**config.mk**
```make
export PLATFORM = sky130hd
export DESIGN_NAME = mdl_pgcmp_mc_flat
export DESIGN_NICKNAME = d
export VERILOG_FILES = /design/src/rtl/mdl_pgcmp_mc_if.sv /design/src/rtl/mdl_pgcmp_mc.sv /design/src/flat_wrapper.sv
export SDC_FILE = /design/constraint.sdc
export NUM_CORES = 1
export LEC_CHECK = 0
export CAP_MARGIN = 30
export CORE_UTILIZATION = 50
export DETAILED_ROUTE_END_ITERATION = 8
export PLACE_DENSITY = 0.82
export SYNTH_ARGS = -nofsm -noshare
export SYNTH_HDL_FRONTEND = slang
export SYNTH_SLANG_ARGS = --single-unit
```
**constraint.sdc**
```tcl
create_clock -name i_MCLK -period 7.15 [get_ports i_MCLK]
set_input_delay 1.0725 -clock i_MCLK [delete_from_list [all_inputs] [get_ports i_MCLK]]
set_output_delay 1.0725 -clock i_MCLK [all_outputs]
set_load 0.02 [all_outputs]
```
**src/rtl/mdl_pgcmp_mc_if.sv**
```systemverilog
// mdl_pgcmp_mc_if -- bundle of the bit-serial page comparator's stream and
// result signals.
//   i_CLK2M_PCEN_n   bit-step enable, active-low
//   i_FRAME_START    frame start strobe
//   i_PGREG_LSB      per-channel serial relative page, LSB first
//   i_ABSPGCNTR_LSB  shared serial absolute page counter, LSB first
//   i_CONV_EN        per-channel relative->absolute conversion enable
//   i_UMODE_n        user mode, active-low (1 forces all results to 0)
//   o_PGCMP_EQ       per-channel page-equal flags
//   o_MATCH_VALID    one-cycle pulse when o_PGCMP_EQ is updated
//   o_BUSY           frame in progress
//   o_OVRUN          sticky: frame start seen while busy
// master = stream source, slave = comparator.
interface mdl_pgcmp_mc_if #(
    parameter int NCH = 2
);
    logic           i_CLK2M_PCEN_n;
    logic           i_FRAME_START;
    logic [NCH-1:0] i_PGREG_LSB;
    logic           i_ABSPGCNTR_LSB;
    logic [NCH-1:0] i_CONV_EN;
    logic           i_UMODE_n;
    logic [NCH-1:0] o_PGCMP_EQ;
    logic           o_MATCH_VALID;
    logic           o_BUSY;
    logic           o_OVRUN;

    modport master (
        output i_CLK2M_PCEN_n, i_FRAME_START, i_PGREG_LSB, i_ABSPGCNTR_LSB,
               i_CONV_EN, i_UMODE_n,
        input  o_PGCMP_EQ, o_MATCH_VALID, o_BUSY, o_OVRUN
    );

    modport slave (
        input  i_CLK2M_PCEN_n, i_FRAME_START, i_PGREG_LSB, i_ABSPGCNTR_LSB,
               i_CONV_EN, i_UMODE_n,
        output o_PGCMP_EQ, o_MATCH_VALID, o_BUSY, o_OVRUN
    );
endinterface

```
**src/rtl/mdl_pgcmp_mc.sv**
```systemverilog
// mdl_pgcmp_mc -- multi-channel bit-serial page comparator.
// Each frame the relative page of every channel is streamed twice, LSB first.
// Pass 1 (EVAL) only finds whether rel >= OFFSET. Pass 2 (CMP) converts rel
// to an absolute page (rel-OFFSET, or rel+PGCNT-OFFSET when it wrapped) and
// compares it bit by bit against the shared absolute page counter stream.
// Ports:
//   i_MCLK  master clock, rising edge
//   i_RST   asynchronous active-high reset
//   bus     mdl_pgcmp_mc_if.slave (stream inputs, result outputs)

// One comparator channel: eval carry, gte flag, two conversion adders and the
// sticky mismatch bit.
module mdl_pgcmp_mc_lane #(
    parameter bit OFS_ZERO = 1'b0
) (
    input  logic i_MCLK,
    input  logic i_RST,
    input  logic eval_stb,   // enabled edge processing an EVAL bit
    input  logic cmp_stb,    // enabled edge processing a CMP bit
    input  logic first,      // bit 0 of the current pass
    input  logic last,       // bit PGW-1 of the current pass
    input  logic rel_b,
    input  logic abs_b,
    input  logic conv,
    input  logic k1_b,       // bit of (2^PGW - OFFSET)
    input  logic k2_b,       // bit of (PGCNT - OFFSET)
    output logic gte,
    output logic mismatch
);
    logic c_eval, c_sub, c_add;
    logic ci_e, ci_s, ci_a;
    logic co_e, co_s, co_a;
    logic sum_s, sum_a, tgt;

    // Carries start from zero on bit 0 of each pass.
    assign ci_e = c_eval & ~first;
    assign ci_s = c_sub  & ~first;
    assign ci_a = c_add  & ~first;

    assign co_e  = (rel_b & k1_b) | (ci_e & (rel_b ^ k1_b));
    // rel - OFFSET is rel + (2^PGW - OFFSET) modulo 2^PGW.
    assign sum_s = rel_b ^ k1_b ^ ci_s;
    assign co_s  = (rel_b & k1_b) | (ci_s & (rel_b ^ k1_b));
    assign sum_a = rel_b ^ k2_b ^ ci_a;
    assign co_a  = (rel_b & k2_b) | (ci_a & (rel_b ^ k2_b));

    assign tgt = conv ? (gte ? sum_s : sum_a) : rel_b;

    always_ff @(posedge i_MCLK or posedge i_RST) begin
        if (i_RST) begin
            c_eval   <= 1'b0;
            c_sub    <= 1'b0;
            c_add    <= 1'b0;
            gte      <= 1'b0;
            mismatch <= 1'b0;
        end else begin
            if (eval_stb) begin
                c_eval <= co_e;
                // Carry out of rel + (2^PGW - OFFSET) is rel >= OFFSET;
                // with OFFSET = 0 the constant is 0 and the test is trivially true.
                if (last)
                    gte <= co_e | OFS_ZERO;
            end
            if (cmp_stb) begin
                c_sub    <= co_s;
                c_add    <= co_a;
                mismatch <= (mismatch & ~first) | (tgt ^ abs_b);
            end
        end
    end
endmodule

module mdl_pgcmp_mc #(
    parameter int PGW    = 12,
    parameter int PGCNT  = 2053,
    parameter int OFFSET = 1299,
    parameter int NCH    = 2
) (
    input  logic          i_MCLK,
    input  logic          i_RST,
    mdl_pgcmp_mc_if.slave bus
);
    localparam int CW = (PGW > 1) ? $clog2(PGW) : 1;
    localparam logic [PGW-1:0] K1 = PGW'((2 ** PGW) - OFFSET);
    localparam logic [PGW-1:0] K2 = PGW'(PGCNT - OFFSET);
    localparam bit OFS_ZERO = (OFFSET == 0);

    typedef enum logic [1:0] {IDLE, EVAL, CMP, DONE} st_t;

    st_t            st;
    logic [CW-1:0]  bit_cnt;
    logic [NCH-1:0] eq_q, mm, gte;
    logic           vld_q, busy_q, ovr_q;

    logic en, eval_stb, cmp_stb, first, last;

    assign en       = ~bus.i_CLK2M_PCEN_n;
    // The frame-start edge itself already processes EVAL bit 0.
    assign eval_stb = en & (((st == IDLE) & bus.i_FRAME_START) | (st == EVAL));
    assign cmp_stb  = en & (st == CMP);
    assign first    = (bit_cnt == '0);
    assign last     = (bit_cnt == CW'(PGW - 1));

    for (genvar g = 0; g < NCH; g++) begin : g_lane
        mdl_pgcmp_mc_lane #(.OFS_ZERO(OFS_ZERO)) u_lane (
            .i_MCLK   (i_MCLK),
            .i_RST    (i_RST),
            .eval_stb (eval_stb),
            .cmp_stb  (cmp_stb),
            .first    (first),
            .last     (last),
            .rel_b    (bus.i_PGREG_LSB[g]),
            .abs_b    (bus.i_ABSPGCNTR_LSB),
            .conv     (bus.i_CONV_EN[g]),
            .k1_b     (K1[bit_cnt]),
            .k2_b     (K2[bit_cnt]),
            .gte      (gte[g]),
            .mismatch (mm[g])
        );
    end

    always_ff @(posedge i_MCLK or posedge i_RST) begin
        if (i_RST) begin
            st      <= IDLE;
            bit_cnt <= '0;
            eq_q    <= '0;
            vld_q   <= 1'b0;
            busy_q  <= 1'b0;
            ovr_q   <= 1'b0;
        end else begin
            // Pulse lasts one MCLK regardless of the bit-step enable.
            vld_q <= 1'b0;
            if (en) begin
                if ((st != IDLE) && bus.i_FRAME_START)
                    ovr_q <= 1'b1;
                case (st)
                    IDLE: begin
                        if (bus.i_FRAME_START) begin
                            st      <= EVAL;
                            busy_q  <= 1'b1;
                            bit_cnt <= CW'(1);
                        end
                    end
                    EVAL: begin
                        if (last) begin
                            st      <= CMP;
                            bit_cnt <= '0;
                        end else begin
                            bit_cnt <= bit_cnt + CW'(1);
                        end
                    end
                    CMP: begin
                        if (last) begin
                            st      <= DONE;
                            bit_cnt <= '0;
                        end else begin
                            bit_cnt <= bit_cnt + CW'(1);
                        end
                    end
                    DONE: begin
                        eq_q   <= bus.i_UMODE_n ? '0 : ~mm;
                        vld_q  <= 1'b1;
                        busy_q <= 1'b0;
                        st     <= IDLE;
                    end
                    default: st <= IDLE;
                endcase
            end
        end
    end

    assign bus.o_PGCMP_EQ    = eq_q;
    assign bus.o_MATCH_VALID = vld_q;
    assign bus.o_BUSY        = busy_q;
    assign bus.o_OVRUN       = ovr_q;
endmodule

```
**src/flat_wrapper.sv**
```systemverilog
// flat-port wrapper written by rule: the top's interface ports become plain ports
module mdl_pgcmp_mc_flat 
#(
    parameter int PGW    = 12,
    parameter int PGCNT  = 2053,
    parameter int OFFSET = 1299,
    parameter int NCH    = 2
)
  (i_MCLK, i_RST, bus_i_CLK2M_PCEN_n, bus_i_FRAME_START, bus_i_PGREG_LSB, bus_i_ABSPGCNTR_LSB, bus_i_CONV_EN, bus_i_UMODE_n, bus_o_PGCMP_EQ, bus_o_MATCH_VALID, bus_o_BUSY, bus_o_OVRUN);
  mdl_pgcmp_mc_if #(.NCH(NCH)) bus_i ();
  input  logic i_MCLK;
  input  logic i_RST;
  input wire logic [$bits(bus_i.i_CLK2M_PCEN_n)-1:0] bus_i_CLK2M_PCEN_n;
  input wire logic [$bits(bus_i.i_FRAME_START)-1:0] bus_i_FRAME_START;
  input wire logic [$bits(bus_i.i_PGREG_LSB)-1:0] bus_i_PGREG_LSB;
  input wire logic [$bits(bus_i.i_ABSPGCNTR_LSB)-1:0] bus_i_ABSPGCNTR_LSB;
  input wire logic [$bits(bus_i.i_CONV_EN)-1:0] bus_i_CONV_EN;
  input wire logic [$bits(bus_i.i_UMODE_n)-1:0] bus_i_UMODE_n;
  output wire logic [$bits(bus_i.o_PGCMP_EQ)-1:0] bus_o_PGCMP_EQ;
  output wire logic [$bits(bus_i.o_MATCH_VALID)-1:0] bus_o_MATCH_VALID;
  output wire logic [$bits(bus_i.o_BUSY)-1:0] bus_o_BUSY;
  output wire logic [$bits(bus_i.o_OVRUN)-1:0] bus_o_OVRUN;
  assign bus_i.i_CLK2M_PCEN_n = bus_i_CLK2M_PCEN_n;
  assign bus_i.i_FRAME_START = bus_i_FRAME_START;
  assign bus_i.i_PGREG_LSB = bus_i_PGREG_LSB;
  assign bus_i.i_ABSPGCNTR_LSB = bus_i_ABSPGCNTR_LSB;
  assign bus_i.i_CONV_EN = bus_i_CONV_EN;
  assign bus_i.i_UMODE_n = bus_i_UMODE_n;
  assign bus_o_PGCMP_EQ = bus_i.o_PGCMP_EQ;
  assign bus_o_MATCH_VALID = bus_i.o_MATCH_VALID;
  assign bus_o_BUSY = bus_i.o_BUSY;
  assign bus_o_OVRUN = bus_i.o_OVRUN;
  mdl_pgcmp_mc #(.PGW(PGW), .PGCNT(PGCNT), .OFFSET(OFFSET), .NCH(NCH)) u_core (.i_MCLK(i_MCLK), .i_RST(i_RST), .bus(bus_i));
endmodule
```
==> metrics.cfg, run 1 <==
[clock_network]
numCtsBuffers = 3
cts_root_buffer = clkbuf_4
cts_setup_buffers = 0
cts_tree = built
cts_buffer_depth = 2
cts.clk_slew.worst_paths_ns = 0.13
insertion_delay_ns = 0.31
cts_max_level = 1
cts_resized = 0
postCtsHoldBufs = 0
clkSinkCount = 21

[sta]
setup_viol_count_final = 0
hold_viol = 0
setup_tns_ns = 0
fmax_ghz = 0.3862
tightestPinTransition_ns = 0.7826
rsz0062_at_grt = no
finalClockSkew_ns = 0.01167
finalCriticalPeriod_ns = 2.589
finalCritPeriodShare_pct = 36.22
fin_ws_ns = 4.561
drv_slew = 0
slew_headroom_pct = 47.77

[power_and_ir_drop]
clockPowerShare_pct = 9.6
p_leak_uw = 0.0006879
p_switching_uw = 265.8
power_density_mw_per_mm2 = 399.5
finalPower_uw = 604.3
share_comb_of_total_power_pct = 55.7
ir_drop_mv = 0.2805
seq_power_share_pct = 34.7
intPower_uw = 338.5
switching_share_pct = 43.99

[routing]
drtIter0Drc = 15
viasPerCell = 5.800
drtPass1Iterations = 4
ant_nets = 0
routed_wirelength_mm = 2.563
drc = 0
wl_per_cell_um = 14.24
vias = 1044

[global_routing]
grt_pass1_vias = 972
grt_max_degree = 22
overflow = 0
antenna_found_initial = 0
grt_use_total_pct = 21.13
grt_pass1_wl_mm = 4.319

[job]
cap_violations = 0

[setup_path]
start_kind = flip-flop
crit_path_end_kind = flip-flop
slowest_stage = fa_1
crit_type = flip-flop to flip-flop
required_ns = 7.41
cp_max_fo = 10
crit_chain = inv_1 > ha_1 > or3b_1 > and2_2 > fa_1 > mux2i_1 > a2111o_1 > nand4_1
cp.arrival_ns = 2.85
slowest_delay_ns = 0.50

[floorplan]
core-area_sq_mm = 0.002500
die_width_um = 53.58
rows = 18
start_util_pct = 53.20
dieArea_sq_mm = 0.002870
die_y_um = 53.58
ios = 15

[final_layout]
final_cells = 180
mostFrequentLayoutCell = dfrtp_1
antennaDiodeCount = 0
syn_to_final_growth_pct = 13.73
drive_gt1_share_pct = 6.667
fin_nets = 175
final_cell_mix = dfrtp_1 (21), nand2_1 (19), inv_1 (15)

[yosys]
synth_seq_cells = 21
syn_area_sq_mm = 0.001330
synthArstFlopShare_pct = 100.0
ys.flop_type = dfrtp_1
syn_avg_cell_area_sq_um = 9.780
synth_edf_count = 0
ys_seq_area_share_pct = 39.51
ys_types = 38
synth_nets = 160
synth_cells = 136
ys_warn_count = 0

[status]
status = finished, final reports clean

[placement]
place_inst = 176
dp_slack_ns = 4.291
gp_congestion = 0.9036
detailed_place_hpwl_mm = 2.018
place.port_buffers = 14

[min_path]
worstHoldPathType = flip-flop to flip-flop

## power by group through the flow
stage          registers [uW]  clock network (uW)  logic (uW)
6_report                  210                58.2         337
5_1_grt                   217                66.3         380
4_1_cts                   209                60.2         338
3_5_place_dp              212                   0         336
3_3_place_gp              208                   0         314
2_1_floorplan             211                   0         249
## kinds of logic (layout without fill, tap and decap cells)
kind of cell	count (synthesis)	count (layout)	share of synthesized area, %
DFF	21	21	39.51
and+or+nand+nor	49	49	19.47
adders and majority gates	14	14	15.43
AOI/OAI and AO/OA	27	27	15.15
buffers and inverters	19	33	5.926
muxes	6	6	4.516
## stage by stage
step | hold slack, ns | util, % | area, sq um
floorplan | 0.4263 | - | 1330
CTS | 0.4600 | 60.51 | 1513
global route | 0.5002 | 60.51 | 1513
detailed placement | 0.4424 | 59.41 | 1485
finish | 0.4603 | 60.51 | 1513
global placement | 0.4427 | 59.41 | 1485
## area by class of cell
type	count	area (sq um)
Fill cell	198	987.2
Multi-Input combinational cell	96	725.7
Clock inverter	1	5.005
Sequential cell	21	525.5
Inverter	15	56.30
Clock buffer	3	22.52
Tap cell	30	37.54
Timing Repair Buffer	14	140.1
## worst paths after layout
check	startpoint	end	slack, ns	cells after the start
worst min register to register	u_core.g_lane[0].u_lane.mismatch	u_core.bus.o_PGCMP_EQ[0]	0.46	1
worst max-delay path	u_core.bit_cnt[1]	u_core.g_lane[1].u_lane.mismatch	4.56	8
worst max register to register	u_core.bit_cnt[1]	u_core.g_lane[1].u_lane.mismatch	4.56	8
worst min-delay path	u_core.g_lane[0].u_lane.mismatch	u_core.bus.o_PGCMP_EQ[0]	0.46	1
min in group asynchronous	i_RST	u_core.g_lane[0].u_lane.c_eval	1.19	2
max in group asynchronous	i_RST	u_core.bit_cnt[3]	5.46	2
## state kept, by name, summed over array words and instances, names as in the netlist
register and cells:
u_core.g_lane.u_lane.c_sub 2, u_core.g_lane.u_lane.c_add 2, u_core.st 2, u_core.g_lane.u_lane.gte 2, u_core.g_lane.u_lane.mismatch 2, u_core.g_lane.u_lane.c_eval 2
u_core.bit_cnt 4, u_core.bus.o_OVRUN 1, u_core.bus.o_PGCMP_EQ 2, u_core.bus.o_BUSY 1, u_core.bus.o_MATCH_VALID 1
## cells in the mapped netlist, types with 2 or more instances
master,n,area share (%)
dfrtp_1,21,40
o22ai_1,2,0.94
a21oi_1,3,1.1
and2_2,4,2.3
ha_1,10,9.4
nand2_1,19,5.4
nor2_1,4,1.1
a31oi_1,3,1.4
mux2i_1,6,4.5
clkbuf_1,3,0.85
nand4_1,4,1.9
o2bb2ai_1,2,1.3
nand3_1,3,1.1
o31ai_1,2,1.1
o21ai_0,2,0.75
a2111o_1,2,1.7
nor2b_1,2,0.94
a211oi_1,4,2.3
nand2b_1,4,1.9
inv_1,15,4.2
fa_1,4,6.0
## critical path: cells and delay by family, from the launching register on
family	cells	cell delay, ns
adder cells (fa/ha/maj)	2	0.65
multiplexers	1	0.10
AND/OR/NAND/NOR	3	0.82
flip-flops	1	0.42
AO/OA/AOI/OAI	1	0.42
buffers and inverters	1	0.13
## per-layer routing
layer,vias up,global-route usage [%],wire [um]
li1,506,-,-
met1,508,27.43,1145
met2,24,33.96,1277
met3,6,6.215,94
met4,0,6.140,44
met5,-,0,0
Note: power is estimated with default switching activity, not from simulation.
==> run 2: changes to the inputs <==
--- a/config.mk
+++ b/config.mk
@@ -8,7 +8,7 @@
 export CAP_MARGIN = 30
 export CORE_UTILIZATION = 50
 export DETAILED_ROUTE_END_ITERATION = 8
-export PLACE_DENSITY = 0.82
+export PLACE_DENSITY = 0.85
 export SYNTH_ARGS = -nofsm -noshare
 export SYNTH_HDL_FRONTEND = slang
 export SYNTH_SLANG_ARGS = --single-unit
==> constraint.sdc (replaced) <==
create_clock -name i_MCLK -period 2.1 [get_ports i_MCLK]
set_input_delay 0.315 -clock i_MCLK [delete_from_list [all_inputs] [get_ports i_MCLK]]
set_output_delay 0.315 -clock i_MCLK [all_outputs]
set_load 0.02 [all_outputs]
==> metrics.cfg, run 2 (same netlist as run 1, synthesis figures left out) <==
[floorplan]
die_width_um = 53.58  ; unchanged
core-area_sq_mm = 0.002500  ; unchanged
dieArea_sq_mm = 0.002870  ; unchanged
die_y_um = 53.58  ; unchanged
rows = 18  ; unchanged
ios = 15  ; unchanged
start_util_pct = 53.20  ; unchanged

[setup_path]
crit_family = simple AND/OR/NAND/NOR gates
crit_buf_inv = 1  ; unchanged
cp_max_fo = 6  ; -4
rrSetupSlack_ns = -0.20  ; -4.76 ns
slowest_delay_ns = 0.47  ; -0.03 ns
crit_type = flip-flop to flip-flop
crit_path_end_kind = flip-flop
r2r_start = u_core.bit_cnt[0]
start_kind = flip-flop
r2r-end = u_core.g_lane[0].u_lane.mismatch
cp.arrival_ns = 2.56  ; -0.29 ns
required_ns = 2.36  ; -5.05 ns
rr_worst_depth = 8  ; unchanged
slowest_stage = fa_1
crit_chain = inv_2 > ha_1 > or3b_4 > and2_4 > fa_1 > mux2i_1 > a2111o_1 > nand4_1

[sta]
fmax_ghz = 0.4347  ; +13%
finalClockSkew_ns = 0.01707  ; +0.005399 ns
finalCritPeriodShare_pct = 109.5  ; +73 points
setup_viol_count_final = 2  ; +2
setup_tns_ns = -0.3854  ; -0.3854 ns
tightestPinTransition_ns = 0.4033  ; -0.3792 ns
drv_slew = 0  ; unchanged
slew_headroom_pct = 72.95  ; +25 points
rsz0062_at_grt = yes
hold_viol = 0  ; unchanged
fin_ws_ns = -0.2002  ; -4.761 ns
finalCriticalPeriod_ns = 2.300  ; -0.2893 ns

[global_routing]
grt_max_degree = 22  ; unchanged
antenna_found_initial = 0  ; unchanged
grt_pass1_vias = 951  ; -2.2%
grt_use_total_pct = 20.39  ; -0.74 points
overflow = 0  ; unchanged
grt_pass1_wl_mm = 4.146  ; -4.0%

[final_layout]
fillers = 195  ; -1.5%
regMostFlops = u_core.bit_cnt
mostFrequentLayoutCell = dfrtp_1
multiInputGateArea_sq_um = 739.5  ; +1.9%
regArea_sq_um = 525.5  ; unchanged
largest_reg_flops = 4  ; unchanged
drive_gt1_share_pct = 15.00  ; +8.3 points
finish.utilization_pct = 64.06  ; +3.6 points
fin_nets = 185  ; +5.7%
final_cell_mix = dfrtp_1 (21), nand2_1 (19), clkdlybuf4s50_1 (14)
antennaDiodeCount = 0  ; unchanged
syn_to_final_growth_pct = 20.41

[clock_network]
cts.clk_slew.worst_paths_ns = 0.13  ; about the same
cts_buffer_depth = 2  ; unchanged
insertion_delay_ns = 0.31  ; about the same
cts_root_buffer = clkbuf_4
numCtsBuffers = 3  ; unchanged
cts_tree = built
postCtsHoldBufs = 0  ; unchanged
clkSinkCount = 21  ; unchanged
cts_max_level = 1  ; unchanged

[routing]
wl_per_cell_um = 14.37  ; +0.91%
vias = 1085  ; +3.9%
drtPass1Iterations = 4  ; unchanged
drtIter0Drc = 29  ; +14
viasPerCell = 5.711  ; -1.5%
drc = 0  ; unchanged
routed_wirelength_mm = 2.730  ; +6.5%
ant_nets = 0  ; unchanged

[status]
violations = setup timing
status = complete, but fails checks

[job]
cap_violations = 0  ; unchanged

[placement]
detailed_place_hpwl_mm = 2.127  ; +5.4%
place.port_buffers = 14  ; unchanged
gp_congestion = 0.8218  ; -9.1%

[min_path]
worstHoldPathType = input port to async pin

[power_and_ir_drop]
power_density_mw_per_mm2 = 1394  ; +250%
ir_drop_mv = 0.8680  ; +210%
p_leak_uw = 0.0007400  ; +7.6%

[run 2: what timing repair did]
item,4_1_cts,5_1_grt
setup buffers,1,2
endpoints found under the setup margin,2,4
pin swaps,0,3
resized for setup,3,1
gates cloned,0,0
[run 2: per-stage QoR]
step	area, sq um	cells	hold WS (ns)	power, uW	setup WS (ns)
2_1_floorplan	1335	136	0.2915	1591	-0.1906
3_3_place_gp	1543	183	0.4374	1866	-0.2089
3_5_place_dp	1543	183	0.4487	1963	-0.2887
4_1_cts	1580	188	0.3328	2192	-0.1779
5_1_grt	1602	190	0.3734	2429	-0.2682
6_report	1602	190	0.3220	2233	-0.2002
[run 2: worst register-to-register path: cells and delay by family (launching register included)]
family / cells / cell delay, ns
compound gates: 1 / 0.43
fa+ha+maj: 2 / 0.60
buf+inv: 1 / 0.07
flops: 1 / 0.41
mux: 1 / 0.08
simple gates: 3 / 0.67
[run 2: worst max path at each step]
stage,startpoint,to,slack (ns),cells past startpoint
finish,u_core.bit_cnt[0],u_core.g_lane[0].u_lane.mismatch,-0.20,8
global route,u_core.bit_cnt[0],u_core.g_lane[1].u_lane.mismatch,-0.27,8
CTS,u_core.bit_cnt[0],u_core.g_lane[1].u_lane.mismatch,-0.18,8
detailed placement,u_core.bit_cnt[0],u_core.g_lane[0].u_lane.mismatch,-0.29,8
global placement,u_core.bit_cnt[1],u_core.g_lane[1].u_lane.mismatch,-0.21,8
floorplan,u_core.bit_cnt[0],u_core.g_lane[0].u_lane.mismatch,-0.19,9
[run 2: power breakdown]
part           switching, uW  total, uW  internal (uW)
registers                131        706            576
clock network            128        199           71.1
logic                    703       1330            624
[run 2: layout make-up]
type / count / share of cell area [%]
clock buffers: 3 / 1.406
multi-input cells: 96 / 46.17
well taps: 30 / 2.344
repair buffers: 24 / 13.44
inverters: 15 / 3.516
clock inverters: 1 / 0.3125
flip-flops and latches: 21 / 32.81
[run 2: routing by layer]
metal,global-route usage [%],vias to the layer above,routed length [um]
li1,-,519,-
met1,26.63,523,1262
met2,33.54,41,1301
met3,5.367,2,156
met4,4.825,0,10
met5,0,-,0
